==> src/rtl/pipeline_hazard_ctrl_pkg.sv <==
// -----------------------------------------------------------------------------
// pipeline_hazard_ctrl_pkg
//   Shared definitions for the AK-16 pipeline sequencing controller.
//   - state_e        : HALT drain FSM states (RUN / DRAIN / HALTED).
//   - *_DEFAULT      : default parameter values used by the controller.
//   - drain_cnt_width: width needed to count 0 .. DRAIN_CYCLES-1.
// -----------------------------------------------------------------------------
package pipeline_hazard_ctrl_pkg;

  typedef enum logic [1:0] {
    ST_RUN    = 2'd0,
    ST_DRAIN  = 2'd1,
    ST_HALTED = 2'd2
  } state_e;

  localparam int REG_AW_DEFAULT       = 4;
  localparam int DRAIN_CYCLES_DEFAULT = 4;
  localparam int CNT_W_DEFAULT        = 16;

  // A single-cycle drain still needs one bit of counter.
  function automatic int drain_cnt_width(input int cycles);
    return (cycles > 1) ? $clog2(cycles) : 1;
  endfunction

endpackage

==> src/rtl/pipeline_hazard_ctrl_sat_counter.sv <==
// -----------------------------------------------------------------------------
// sat_counter
//   Event counter that sticks at all-ones instead of wrapping.
//   Ports:
//     clk  in  1  clock, posedge
//     rst  in  1  asynchronous active-high reset, clears the count
//     inc  in  1  count one event this cycle
//     q    out W  current count
// -----------------------------------------------------------------------------
module sat_counter
  import pipeline_hazard_ctrl_pkg::*;
#(
  parameter int W = CNT_W_DEFAULT
) (
  input  logic         clk,
  input  logic         rst,
  input  logic         inc,
  output logic [W-1:0] q
);

  logic [W-1:0] cnt_q;
  logic [W-1:0] cnt_d;

  always_comb begin
    cnt_d = cnt_q;
    if (inc && (cnt_q != {W{1'b1}})) begin
      cnt_d = cnt_q + W'(1);
    end
  end

  always_ff @(posedge clk or posedge rst) begin
    if (rst) begin
      cnt_q <= '0;
    end else begin
      cnt_q <= cnt_d;
    end
  end

  assign q = cnt_q;

endmodule

==> src/rtl/pipeline_hazard_ctrl.sv <==
// -----------------------------------------------------------------------------
// pipeline_hazard_ctrl
//   Central sequencing controller for the AK-16 6-stage pipeline
//   (IF -> ID -> EX1 -> EX2 -> MEM -> WB).
//   - Load-use hazard detection against loads in EX1 and EX2 (ALU results are
//     forwarded, only load data arrives late, at the end of MEM).
//   - Stall / bubble generation and branch flush (flush wins over stall).
//   - HALT drain FSM: RUN -> DRAIN -> HALTED, with a sticky halted flag.
//   - Saturating performance counters for stall cycles and flush events.
//
//   Ports:
//     clk, rst                     clock (posedge), async active-high reset
//     id_rs1/id_rs2, id_use_rs*    ID source registers and their use flags
//     id_is_halt                   ID instruction is HALT
//     ex1_rd/ex1_is_load           EX1 destination and load flag
//     ex2_rd/ex2_is_load           EX2 destination and load flag
//     ex2_br_taken                 branch/jump resolved taken in EX2
//     fetch_en                     PC may advance / IF may fetch
//     stall_signal                 hold PC and IF/ID
//     id_bubble                    inject NOP into ID/EX1
//     flush_signal                 clear IF/ID, ID/EX1, EX1/EX2
//     halted                       sticky, HALT has retired
//     perf_stall / perf_flush      saturating stall-cycle / flush-event counts
// -----------------------------------------------------------------------------
module pipeline_hazard_ctrl
  import pipeline_hazard_ctrl_pkg::*;
#(
  parameter int REG_AW       = REG_AW_DEFAULT,
  parameter int DRAIN_CYCLES = DRAIN_CYCLES_DEFAULT,
  parameter int CNT_W        = CNT_W_DEFAULT
) (
  input  logic              clk,
  input  logic              rst,
  input  logic [REG_AW-1:0] id_rs1,
  input  logic [REG_AW-1:0] id_rs2,
  input  logic              id_use_rs1,
  input  logic              id_use_rs2,
  input  logic              id_is_halt,
  input  logic [REG_AW-1:0] ex1_rd,
  input  logic              ex1_is_load,
  input  logic [REG_AW-1:0] ex2_rd,
  input  logic              ex2_is_load,
  input  logic              ex2_br_taken,
  output logic              fetch_en,
  output logic              stall_signal,
  output logic              id_bubble,
  output logic              flush_signal,
  output logic              halted,
  output logic [CNT_W-1:0]  perf_stall,
  output logic [CNT_W-1:0]  perf_flush
);

  localparam int              DCW        = drain_cnt_width(DRAIN_CYCLES);
  localparam logic [DCW-1:0]  DRAIN_LAST = DCW'(DRAIN_CYCLES - 1);

  state_e         state_q;
  state_e         state_d;
  logic [DCW-1:0] drain_cnt_q;
  logic [DCW-1:0] drain_cnt_d;
  logic           halted_q;
  logic           halted_d;

  logic           hz1;
  logic           hz2;
  logic           stall_w;
  logic           flush_w;

  // A load in flight blocks a dependant in ID. R0 is hardwired zero, so a
  // "load to R0" never produces data anyone waits for.
  function automatic logic load_hit(
    input logic              is_load,
    input logic [REG_AW-1:0] rd,
    input logic              use1,
    input logic [REG_AW-1:0] rs1,
    input logic              use2,
    input logic [REG_AW-1:0] rs2
  );
    return is_load && (rd != '0) &&
           ((use1 && (rs1 == rd)) || (use2 && (rs2 == rd)));
  endfunction

  assign hz1 = load_hit(ex1_is_load, ex1_rd, id_use_rs1, id_rs1, id_use_rs2, id_rs2);
  assign hz2 = load_hit(ex2_is_load, ex2_rd, id_use_rs1, id_rs1, id_use_rs2, id_rs2);

  // Combinational control. While reset is held the pipeline is told to run
  // freely, whatever the stage inputs say. A flush squashes the dependant in
  // ID anyway, so it overrides the stall and keeps fetch on for the redirect.
  always_comb begin
    flush_w = 1'b0;
    stall_w = 1'b0;
    if (!rst) begin
      flush_w = ex2_br_taken && (state_q != ST_HALTED);
      stall_w = (hz1 || hz2) && !flush_w && (state_q == ST_RUN);
    end
  end

  assign flush_signal = flush_w;
  assign stall_signal = stall_w;
  assign id_bubble    = stall_w || flush_w || (!rst && (state_q != ST_RUN));
  assign fetch_en     = rst || ((state_q == ST_RUN) && !stall_w);
  assign halted       = halted_q;

  // HALT drain sequencing. drain_cnt tracks how far the HALT has travelled
  // past ID; only while it sits in EX1 (count 0) can an older branch in EX2
  // still squash it.
  always_comb begin
    state_d     = state_q;
    drain_cnt_d = drain_cnt_q;
    halted_d    = halted_q;
    unique case (state_q)
      ST_RUN: begin
        if (id_is_halt && !stall_w && !flush_w) begin
          state_d     = ST_DRAIN;
          drain_cnt_d = '0;
        end
      end
      ST_DRAIN: begin
        drain_cnt_d = drain_cnt_q + DCW'(1);
        if (ex2_br_taken && (drain_cnt_q == '0)) begin
          state_d     = ST_RUN;
          drain_cnt_d = '0;
        end else if (drain_cnt_q == DRAIN_LAST) begin
          state_d  = ST_HALTED;
          halted_d = 1'b1;
        end
      end
      ST_HALTED: begin
        state_d = ST_HALTED;
      end
      default: begin
        state_d     = ST_RUN;
        drain_cnt_d = '0;
      end
    endcase
  end

  always_ff @(posedge clk or posedge rst) begin
    if (rst) begin
      state_q     <= ST_RUN;
      drain_cnt_q <= '0;
      halted_q    <= 1'b0;
    end else begin
      state_q     <= state_d;
      drain_cnt_q <= drain_cnt_d;
      halted_q    <= halted_d;
    end
  end

  // Stall/flush can only be active in RUN/DRAIN, so the counters implicitly
  // freeze once HALTED.
  sat_counter #(.W(CNT_W)) u_perf_stall (
    .clk (clk),
    .rst (rst),
    .inc (stall_w),
    .q   (perf_stall)
  );

  sat_counter #(.W(CNT_W)) u_perf_flush (
    .clk (clk),
    .rst (rst),
    .inc (flush_w),
    .q   (perf_flush)
  );

  // Once the HALT is past EX1, fetch is off and nothing younger than the
  // HALT can be a taken branch in EX2.
  a_no_late_branch_in_drain : assert property (
    @(posedge clk) disable iff (rst)
      !(ex2_br_taken && (state_q == ST_DRAIN) && (drain_cnt_q != '0))
  );

endmodule

==> config.mk <==
export PLATFORM = sky130hd
export DESIGN_NAME = pipeline_hazard_ctrl
export DESIGN_NICKNAME = d
export VERILOG_FILES = /design/src/rtl/pipeline_hazard_ctrl_pkg.sv /design/src/rtl/pipeline_hazard_ctrl_sat_counter.sv /design/src/rtl/pipeline_hazard_ctrl.sv
export SDC_FILE = /design/constraint.sdc
export NUM_CORES = 1
export LEC_CHECK = 0
export ABC_AREA = 1
export BUFFER_PORTS_ARGS = -buffer_cell sky130_fd_sc_hd__buf_2
export CAP_MARGIN = 20
export CORE_MARGIN = 3
export CORE_UTILIZATION = 50
export DETAILED_ROUTE_END_ITERATION = 10
export PLACE_DENSITY_LB_ADDON = 0.08
export SYNTH_ARGS = -nofsm -noshare
export SYNTH_HDL_FRONTEND = slang
export SYNTH_SLANG_ARGS = --single-unit
==> constraint.sdc <==
create_clock -name clk -period 2.2 [get_ports clk]
set_input_delay 0.11 -clock clk [delete_from_list [all_inputs] [get_ports clk]]
set_output_delay 0.11 -clock clk [all_outputs]
set_load 0.01 [all_outputs]
# Word level (Yosys, flattened, before mapping)
# Cells that the tools add are included.
# word_totals
reg_bits,37
output_inout_bits,37
elab_cells,67
# classes
n_addsub,3
eq_ne,12
mux,9
bitwise,2
reduce_logical,36
# op_table
operator,n
$add A16 B1 Y16 const B,2
$ne A16 B16 Y1 const B,2
$logic_and A1 B1 Y1,18
$eq A4 B4 Y1,4
$pmux W2 S3,2
$mux W2,5
$reduce_bool A4 Y1,2
$logic_or A1 B1 Y1,6
$eq A2 B2 Y1 const B,2
$logic_not A1 Y1,4
$logic_not A2 Y1,2
$reduce_and A2 Y1,2
$ne A3 B3 Y1 const B,1
$reduce_and A3 Y1,1
$add A2 B1 Y2 const B,1
$eq A2 B1 Y1 const B,1
$mux W1,2
$ne A2 B1 Y1 const B,1
$ne A2 B2 Y1 const B,1
$not A1 Y1,2
$reduce_bool A2 Y1,1

# Longest topological paths before layout
# logic_depth
word_depth,13
ltp_mapped,14
ltp_nobuf,14

# By module
# Synthesis repeated with hierarchy kept, for this count alone.
# hier_totals
hier_cells,419
area_unflattened_um2,2776.4
# modules_own_cells
mod,n_inst,cells_each,area_each_um2
sat_counter,2,150,1069.8
pipeline_hazard_ctrl,1,119,636.9

# Worst setup path after synthesis
# OpenSTA, ideal clock, no wires.
# synth_path
path_kind,register -> register
startpoint,register u_perf_flush.cnt_q[0] (netlist: u_perf_flush.q[0])
endpoint,register u_perf_flush.cnt_q[14] (netlist: u_perf_flush.q[14])
setup_time_ps,126
arrival_time_ps,1458
required_time_ps,2074
slack_ps,615
path_stages_with_launch,7
path_buffers,0
cell_sequence,dfrtp_1 ha_1 nand3_2 or3_1 nor2_2 nand4_1 xnor2_1
# synth_between
elab_chain_cells,2
word_cells_on_any_way,3
cone_classes,add/sub (1); eq/ne (1); reduce/logical (1)
# synth_lines
element,line,rtl
from (decl),pipeline_hazard_ctrl_sat_counter.sv:21,logic [W-1:0] cnt_q;
from (signal assigned),pipeline_hazard_ctrl_sat_counter.sv:35,cnt_q <= cnt_d;
branches (longest 2 deep; another with $add A16 B1 Y16),n/a,
# Parallel ways; which one is timed is not known.
# A chain may end at the register's enable or synchronous reset.

# Final worst setup path
# layout_path
startpoint,register state_q[0]
endpoint,output id_bubble
# layout_between
elab_chain_cells,8
word_cells_on_any_way,12
cone_classes,eq/ne (1); mux (2); reduce/logical (9)
# layout_lines
element,line,rtl
from (decl),pipeline_hazard_ctrl.sv:56,state_e state_q;
from (signal assigned),pipeline_hazard_ctrl.sv:143,state_q <= state_d;
$ne A2 B2 Y1,pipeline_hazard_ctrl.sv:92,flush_w = ex2_br_taken && (state_q != ST_HALTED);
$logic_and A1 B1 Y1,pipeline_hazard_ctrl.sv:92,
$logic_not A1 Y1,pipeline_hazard_ctrl.sv:93,stall_w = (hz1 || hz2) && !flush_w && (state_q == ST_RUN);
$logic_and A1 B1 Y1 (2 in a row),pipeline_hazard_ctrl.sv:93,
$mux W1,pipeline_hazard_ctrl.sv:91,if (!rst) begin
$logic_or A1 B1 Y1,pipeline_hazard_ctrl.sv:99,assign id_bubble = stall_w || flush_w || (!rst && (state_q != ST_RUN));
$logic_or A1 B1 Y1 (*),pipeline_hazard_ctrl.sv:99,
to (decl),pipeline_hazard_ctrl.sv:46,"output logic id_bubble,"
# Every way passes the cells marked *; elsewhere a longest branch is shown, timed or not.

==> flow_metrics.tcl <==
set metrics [dict create \
    switching_share_pct 33.8 \
    routed_via_density 4.80 \
    synth_top_family_by_area "simple AND/OR/NAND/NOR gates" \
    period_share_pct 83.3 \
    status "finished clean" \
    hp-start "id_is_halt" \
    wl_per_cell_um 11.5 \
    drive_gt1_share_pct 24.3 \
    hpwl_mm 3.93 \
    coreArea_mm2 0.00441 \
    worstHoldPathType "input pin to flop" \
    whs_ps 242 \
    vias 2083 \
    intPower_mw 1.38 \
    gp_routability_congestion 0.875 \
    drv_slew 0 \
    cts.sinks 37 \
    ys_async_sr_fraction_pct 100 \
    cp.required_ps 2090 \
    worstSetupPathType "flop to output pin" \
    first_global_vias 1927 \
    fp.dieW_um 74.2 \
    initial_core_util_pct 52.6 \
    maxCapViolations 0 \
    syn-cell-area_mm2 0.00232 \
    crit_path_start_kind "flop" \
    path_clk_slew_ps 80 \
    dp.cells 425 \
    seq_area_frac_synth_pct 39.9 \
    antenna_found_initial 0 \
    fin_cells 434 \
    drt-total-wl_mm 4.99 \
    combPwrFrac_pct 27.7 \
    startpoint "state_q[0]$_DFFE_PP0P_" \
    cts_buffer_depth 2 \
    rsz0062_at_grt "false" \
    placed_area_mm2 0.00270 \
    cts_made_buffers 5 \
    critPathMaxFanout 4 \
    synth_top_area_cell "dfrtp_1" \
    num_antenna_cells 0 \
    irDropWorstVdd_uv 506 \
    skew_ps 8.45 \
    synth.avg_cell_area_um2 7.44 \
    r2r_slack_ps 550 \
    seq_power_share_pct 42.8 \
    rr_endpoint "u_perf_stall.q[3]$_DFFE_PP0P_" \
    setup_violations 0 \
    tightest_slew_ps 373 \
    relSlewSlack_pct 74.9 \
    dieArea_mm2 0.00550 \
    fmax_mhz 545 \
    drtIter0Drc 68 \
    ant_nets 0 \
    postCtsHoldBufs 1 \
    r2r_cells 9 \
    setup_tns_ps 0 \
    worst_ep_arrival_time_ps 1720 \
    syn2layout_area_growth_pct 21.7 \
    period_minus_slack_ps 1830 \
    pwr-share-clk_pct 29.5 \
    endpoint_kind "output pin" \
    netlist.area_leader.share_pct 39.9 \
    synthCells 312 \
    synth-simple-area-share_pct 37.4 \
    synth-compound-area-share_pct 2.05 \
    synth_adder_area_share_pct 2.16 \
    r2r_start "u_perf_stall.q[0]$_DFFE_PP0P_" \
    power_density_mw_per_mm2 738 \
    grt_pass1_wl_mm 8.32 \
    post_cts_resized 0 \
    clkLatencyLatePin_ps 290 \
    cts-root-buf "clkbuf_8" \
    fin_nets 409 \
    synth_seq_cells 37 \
    cts.htree.levels 2 \
    overflow 0 \
    drc 0 \
    ys_warn_count 0 \
    placementRows 24 \
    endpoint "id_bubble" \
    p_switching_mw 0.704 \
    cts_tree "yes" \
    final_util_pct 64.0 \
    dr.pass1.iters 4 \
    yosysUniqueCellTypes 27 \
    leakage_nw 1.61 \
    ys.flop_type "dfrtp_1" \
    synth_area_leaders "dfrtp_1, nand2_1, inv_1" \
    hold_viol_final 0 \
    synth_edf_count 0 \
    io_buffers 60 \
    synth_xor_area_share_pct 10.9 \
    finalInstanceArea_mm2 0.00283 \
    grt_usage_pct 19.6 \
    fillCellCount 412 \
    synth_nets 340 \
    fp.dieH_um 74.2 \
    muxShareOfSynthArea_pct 0 \
    io_pins 61 \
    grt_max_degree 32 \
    cts_setup_buffers 0 \
]
-- per-layer routing --
layer / vias up / track usage [%] / routed length (um)
met5: - / 0 / 0
met3: 8 / 5.14 / 299
met4: 0 / 7.24 / 68
met2: 50 / 31.1 / 2250
li1: 1095 / - / -
met1: 930 / 25.8 / 2370
-- cell type report --
class	count	area (um2)	area share (%)
inverter	47	176	6.24
timing repair buffer	62	318	11.2
multi-input combinational	228	1220	43.2
tap	52	65.1	2.30
clock buffer	6	82.6	2.92
clock inverter	2	37.5	1.33
sequential	37	926	32.8
-- logic make-up (layout without fill, tap and decap cells) --
family          after synthesis  after routing
fa+ha+maj                     4              4
compound gates                8              8
xor+xnor                     29             29
flops                        37             37
buf+inv                      47            117
simple gates                187            187
-- power by group through the flow --
stage               logic, mW  clock network, mW  registers [mW]
global route            0.666              0.660           0.912
global placement        0.573                  0           0.899
finish                  0.577              0.616           0.893
detailed placement      0.576                  0           0.906
CTS                     0.584              0.635           0.894
floorplan               0.347                  0           0.926
-- registers in the layout (all words and copies together), names as in the netlist --
name            cells
halted              1
u_perf_flush.q     16
drain_cnt_q         2
state_q             2
u_perf_stall.q     16
-- cell usage after synthesis, types with 4 or more instances --
| cell | instances |
|---|---|
| dfrtp_1 | 37 |
| ha_1 | 4 |
| inv_1 | 42 |
| inv_2 | 5 |
| nand2_1 | 102 |
| nand3_1 | 16 |
| nand4_1 | 6 |
| nor2_1 | 34 |
| nor2_2 | 6 |
| nor4_1 | 4 |
| xnor2_1 | 13 |
| xor2_1 | 16 |
-- stage by stage --
step	power, mW	setup WS [ps]
after global placement	1.47	616
after floorplan	1.27	615
final	2.09	367
after global routing	2.24	243
after CTS	2.11	347
after detailed placement	1.48	570
-- worst max-delay path, cell delays in order (launching register included) --
cell	delay [ps]
dfrtp_1	420
nor2_2	160
inv_1	130
nor3_4	230
nand2_1	110
inv_1	80
a21oi_1	50
o21ai_0	100
buf_2	160
-- cells in the final DEF (no fill, tap or decap), drive strengths merged, types with 3 or more instances in the layout --
cell | netlist | layout
nand2 | 106 | 106
buf | 0 | 61
inv | 47 | 47
nor2 | 43 | 43
dfrtp | 37 | 37
nand3 | 19 | 19
xor2 | 16 | 16
xnor2 | 13 | 13
nand4 | 6 | 6
clkbuf | 0 | 6
nor3 | 6 | 6
nor4 | 4 | 4
ha | 4 | 4
o21ai | 3 | 3
-- worst min path at each step --
stage	endpoint	slack [ps]	depth (start not counted)
floorplan	flush_signal	250	1
global placement	u_perf_stall.q[12]$_DFFE_PP0P_	150	2
detailed placement	u_perf_stall.q[12]$_DFFE_PP0P_	150	2
CTS	drain_cnt_q[0]$_DFFE_PP0P_	240	4
global route	state_q[0]$_DFFE_PP0P_	280	5
finish	state_q[0]$_DFFE_PP0P_	240	5
No activity file was read; power rests on OpenSTA's default activity.
